[src/rtl/button_cmd_encoder.sv]
// Button front end: synchronises and debounces raw push-buttons, then turns presses
// (and optional hold-to-repeat) into command codes handed off over valid/ready.
module button_cmd_encoder #(
  parameter int NUM_BTN         = 3,
  parameter int CMD_W           = 2,
  parameter int DEBOUNCE_CYCLES = 500000,
  parameter int REPEAT_EN       = 1,
  parameter int REPEAT_DELAY    = 25000000,
  parameter int REPEAT_RATE     = 10000000
) (
  input  logic               clk,
  input  logic               rst,
  input  logic [NUM_BTN-1:0] btn,
  output logic [CMD_W-1:0]   cmd,
  output logic               cmd_valid,
  input  logic               cmd_ready,
  output logic               cmd_repeat,
  output logic [CMD_W-1:0]   cmd_level,
  output logic               overflow
);

  localparam int DB_W  = $clog2(DEBOUNCE_CYCLES + 1);
  localparam int TMAX  = (REPEAT_DELAY > REPEAT_RATE) ? REPEAT_DELAY : REPEAT_RATE;
  localparam int TM_W  = $clog2(TMAX + 1);
  localparam int OWN_W = (NUM_BTN > 1) ? $clog2(NUM_BTN) : 1;

  typedef enum logic [1:0] {IDLE, DELAY, REPEAT} state_t;

  function automatic logic [CMD_W-1:0] prio_code(input logic [NUM_BTN-1:0] v);
    prio_code = '0;
    for (int i = NUM_BTN - 1; i >= 0; i--)
      if (v[i]) prio_code = CMD_W'(i + 1);
  endfunction

  function automatic logic [OWN_W-1:0] prio_idx(input logic [NUM_BTN-1:0] v);
    prio_idx = '0;
    for (int i = NUM_BTN - 1; i >= 0; i--)
      if (v[i]) prio_idx = OWN_W'(i);
  endfunction

  logic [NUM_BTN-1:0] sync_p0, sync_p1;
  logic [NUM_BTN-1:0] stable_p2, stable_p3;
  logic [DB_W-1:0]    db_cnt [NUM_BTN];

  // Stage 0/1: two-flop synchroniser; stage 2: per-bit debounce; stage 3: edge history
  always_ff @(posedge clk) begin
    if (!rst) begin
      sync_p0   <= '0;
      sync_p1   <= '0;
      stable_p2 <= '0;
      stable_p3 <= '0;
      for (int i = 0; i < NUM_BTN; i++) db_cnt[i] <= '0;
    end else begin
      sync_p0   <= btn;
      sync_p1   <= sync_p0;
      stable_p3 <= stable_p2;
      for (int i = 0; i < NUM_BTN; i++) begin
        if (sync_p1[i] == stable_p2[i]) begin
          db_cnt[i] <= '0;
        end else if (db_cnt[i] == DB_W'(DEBOUNCE_CYCLES)) begin
          stable_p2[i] <= sync_p1[i];
          db_cnt[i]    <= '0;
        end else begin
          db_cnt[i] <= db_cnt[i] + DB_W'(1);
        end
      end
    end
  end

  logic [NUM_BTN-1:0] press_vec;
  logic               press_any;
  logic [OWN_W-1:0]   winner;

  assign press_vec = stable_p2 & ~stable_p3;
  assign press_any = |press_vec;
  assign winner    = prio_idx(press_vec);

  state_t           state, state_nxt;
  logic [OWN_W-1:0] owner, owner_nxt;
  logic [TM_W-1:0]  timer, timer_nxt;
  logic             rep_ev;

  always_ff @(posedge clk) begin
    if (!rst) begin
      state <= IDLE;
      owner <= '0;
      timer <= '0;
    end else begin
      state <= state_nxt;
      owner <= owner_nxt;
      timer <= timer_nxt;
    end
  end

  // A fresh press always retargets the FSM, so it outranks release and repeat timing
  always_comb begin
    state_nxt = state;
    owner_nxt = owner;
    timer_nxt = timer;
    rep_ev    = 1'b0;
    if (state != IDLE) timer_nxt = timer + TM_W'(1);
    if (REPEAT_EN == 0) begin
      state_nxt = IDLE;
      timer_nxt = '0;
    end else if (press_any) begin
      state_nxt = DELAY;
      owner_nxt = winner;
      timer_nxt = '0;
    end else if (state != IDLE && !stable_p2[owner]) begin
      state_nxt = IDLE;
      timer_nxt = '0;
    end else if (state == DELAY && timer == TM_W'(REPEAT_DELAY - 1)) begin
      state_nxt = REPEAT;
      rep_ev    = 1'b1;
      timer_nxt = '0;
    end else if (state == REPEAT && timer == TM_W'(REPEAT_RATE - 1)) begin
      rep_ev    = 1'b1;
      timer_nxt = '0;
    end
  end

  logic             ev;
  logic [CMD_W-1:0] ev_code;
  logic             ev_rep;

  assign ev      = press_any | rep_ev;
  assign ev_code = press_any ? CMD_W'(winner) + CMD_W'(1) : CMD_W'(owner) + CMD_W'(1);
  assign ev_rep  = ~press_any;

  // Output stage: back-to-back loads on accept, drop and flag when the consumer stalls
  always_ff @(posedge clk) begin
    if (!rst) begin
      cmd        <= '0;
      cmd_repeat <= 1'b0;
      cmd_valid  <= 1'b0;
      cmd_level  <= '0;
      overflow   <= 1'b0;
    end else begin
      cmd_level <= prio_code(stable_p2);
      if (ev) begin
        if (!cmd_valid || cmd_ready) begin
          cmd        <= ev_code;
          cmd_repeat <= ev_rep;
          cmd_valid  <= 1'b1;
        end else begin
          overflow <= 1'b1;
        end
      end else if (cmd_valid && cmd_ready) begin
        cmd_valid <= 1'b0;
      end
    end
  end

endmodule
[config.mk]
export PLATFORM = sky130hd
export DESIGN_NAME = button_cmd_encoder
export DESIGN_NICKNAME = d
export VERILOG_FILES = /design/src/rtl/button_cmd_encoder.sv
export SDC_FILE = /design/constraint.sdc
export NUM_CORES = 1
export LEC_CHECK = 0
export CORE_MARGIN = 5
export CORE_UTILIZATION = 68
export DETAILED_ROUTE_END_ITERATION = 8
export DONT_BUFFER_PORTS = 1
export HOLD_SLACK_MARGIN = 0.05
export PLACE_DENSITY = 0.84
export RECOVER_POWER = 100
export SKIP_CTS_REPAIR_TIMING = 1
export SLEW_MARGIN = 20
export SYNTH_ARGS = -nofsm -noshare
export SYNTH_HDL_FRONTEND = slang
export SYNTH_SLANG_ARGS = --single-unit
[constraint.sdc]
create_clock -name clk -period 5.4 [get_ports clk]
set_input_delay 1.08 -clock clk [delete_from_list [all_inputs] [get_ports clk]]
set_output_delay 1.08 -clock clk [all_outputs]
set_load 0.01 [all_outputs]
==> results.yml <==
layout:
  syn_to_final_growth_pct: 8.17
  final_cell_mix: "nor2_1 (110), edfxtp_1 (57), conb_1 (57), xor2_1 (49), dfxtp_1 (48)"
  diodes: 0
  ff_latch_area_um2: 2670
  final_nets: 588
  multi_input_area_um2: 2550
  drive_gt1_frac: 0.0362
  fin_cells: 679
  final_common_cell: "nor2_1"
  fillers: 500
route:
  ant_nets: 0
  viasPerCell: 5.52
  dr.pass1.iters: 4
  wirelength_um: 9150
  drt_iter0_drc: 98
  post_drt_wl_per_cell_um: 13.5
  num_vias: 3749
  drc: 0
global_routing:
  grt_pass1_wl_um: 16100
  grt-ovfl-total: 0
  antenna_found_initial: 0
  grt_max_degree: 26
  grt_use_total: 0.204
  grt_pass1_vias: 3624
clock_tree:
  cts_tree: "done"
  root_buffer: "clkbuf_8"
  cts_sinks: 105
  clock_latency_ps: 360
  cts_max_level: 3
  clockBufferDepth: 2
  numCtsBuffers: 9
  cts.reportedPaths.clkPinSlew_ps: 100
setup_path:
  worst-path-max-fanout: 19
  worst_setup_path_end_kind: "flip-flop"
  rrSetupSlack_ps: 2800
  critPathKind: "flip-flop to flip-flop"
  r2r-start: "db_cnt[1][3]"
  r2r-end: "db_cnt[1][10]"
  worstRegToRegCells: 5
  critPathLaunchType: "flip-flop"
  worstPathRequired_ps: 5490
  crit_start: "db_cnt[1][3]"
  crit_end: "db_cnt[1][10]"
  crit_arrival_ps: 2690
placement:
  dp_hpwl_um: 6530
  gp_congestion: 0.778
  port_buffers: 0
  dpl.cell_count: 663
sta:
  rsz0062_at_grt: "no"
  setup_viol: 0
  slew_violations: 0
  finalCritPeriodShare: 0.482
  hold_viol: 0
  maxSlewHeadroom: 0.462
  fmax_ghz: 0.384
  worstMarginPinSlew_ps: 807
  setup-tns-final_ps: 0
  period_needed_ps: 2600
  finalClockSkew_ps: 8.68
logic_synthesis:
  synth_top_area_frac: 0.330
  synthTopCellsByArea: "edfxtp_1 (33%), dfxtp_1 (19%), xor2_1 (8.3%)"
  synthCells: 520
  ys_warn_count: 0
  synth_seq_cells: 105
  synth_top_cell_by_area: "edfxtp_1"
  yosysSeqAreaShare: 0.515
  avgSynthCellArea_um2: 9.98
  ys_types: 45
  syn-cell-area_um2: 5190
floorplan:
  die_area_um2: 9480
  fp.coreArea_um2: 7330
  die_w_um: 97.4
  num_rows: 31
  ios: 13
  start_util: 0.708
  die_y_um: 97.4
run_status:
  status: "completed"
power:
  leakage_nw: 2.01
  ir_drop_mv: 0.237
  power.total_mw: 1.39
  p_per_area_nw_per_um2: 247
min_path:
  hold_path.class: "flip-flop to flip-flop"
flow_run:
  max_cap_viol_count: 0
[worst min-delay path by stage]
| stage | startpoint | endpoint | slack, ps | cells after the start |
|---|---|---|---|---|
| 2_1_floorplan | sync_p0[0] | sync_p1[0] | 410 | 1 |
| 5_1_grt | sync_p0[0] | sync_p1[0] | 450 | 1 |
| 3_5_place_dp | sync_p0[0] | sync_p1[0] | 420 | 1 |
| 6_report | sync_p0[0] | sync_p1[0] | 430 | 1 |
| 4_1_cts | sync_p0[0] | sync_p1[0] | 440 | 1 |
| 3_3_place_gp | sync_p0[2] | sync_p1[2] | 420 | 1 |
[cells by family after synthesis]
kind of cell / Yosys count / share of synthesized area
DFF: 105 / 0.515
buffers and inverters: 32 / 0.0306
other: 1 / 0.000723
muxes: 6 / 0.0116
adders and majority gates: 7 / 0.0169
and+or+nand+nor: 273 / 0.269
AOI/OAI and AO/OA: 17 / 0.0224
xor gates and xnor gates: 79 / 0.133
[flip-flops by register name, summed over array words and instances, names as in the netlist]
register,flops
cmd,2
cmd_level,2
cmd_repeat,1
cmd_valid,1
db_cnt,57
overflow,1
owner,2
stable_p2,3
stable_p3,3
state,2
sync_p0,3
sync_p1,3
timer,25
[final cells by class]
cell class              instances  share of cell area
multi-input cells             439               0.455
clock inverters                 5             0.00490
flip-flops and latches        105               0.476
inverters                      20              0.0134
clock buffers                  11              0.0290
well taps                      99              0.0221
[power by group]
| group | internal (mW) | switching, mW |
|---|---|---|
| sequential | 0.861 | 0.0215 |
| clock | 0.205 | 0.255 |
| combinational | 0.0174 | 0.0282 |
| total | 1.08 | 0.305 |
[worst max-delay path, cell delays in order (launching register included)]
cell and delay (ps):
edfxtp_1 470, or4_1 560, nor4_1 310, nand4_1 220, nand3_1 640, nor2_1 140
[per-layer routing]
metal  global-route usage  part of all wire  up-vias
li1                     -                 -     1846
met5                    0                 0        -
met4               0.0586             0.018        0
met1                0.261              0.46     1823
met2                0.345              0.49       67
met3               0.0503             0.036       13
[synth_stat cells (all sizes together)]
cell	instances
nor2	110
edfxtp	57
xor2	49
dfxtp	48
nand2	35
nand3	34
xnor2	30
inv	20
nand4	17
nor3	14
and2	11
buf	9
nor4	8
ha	7
nor4b	7
and3	6
and4	6
mux2i	6
nor2b	6
o21ai	6
nor4bb	5
or3	4
a21oi	3
clkbuf	3
a21o	2
a31oi	2
nand3b	2
nand4b	2
o211ai	2
or2	2
or4	2
conb	1
nand2b	1
nand4bb	1
o2111ai	1
o221ai	1
[through the flow]
step / hold slack, ps / setup slack, ps / utilization / cell area, µm²
2_1_floorplan: 412 / 2950 / - / 5400
3_3_place_gp: 421 / 3070 / 0.742 / 5440
3_5_place_dp: 423 / 2900 / 0.742 / 5440
4_1_cts: 436 / 2880 / 0.768 / 5630
5_1_grt: 449 / 2610 / 0.766 / 5610
6_report: 433 / 2800 / 0.766 / 5610
Note: power is estimated with default switching activity, not from simulation.
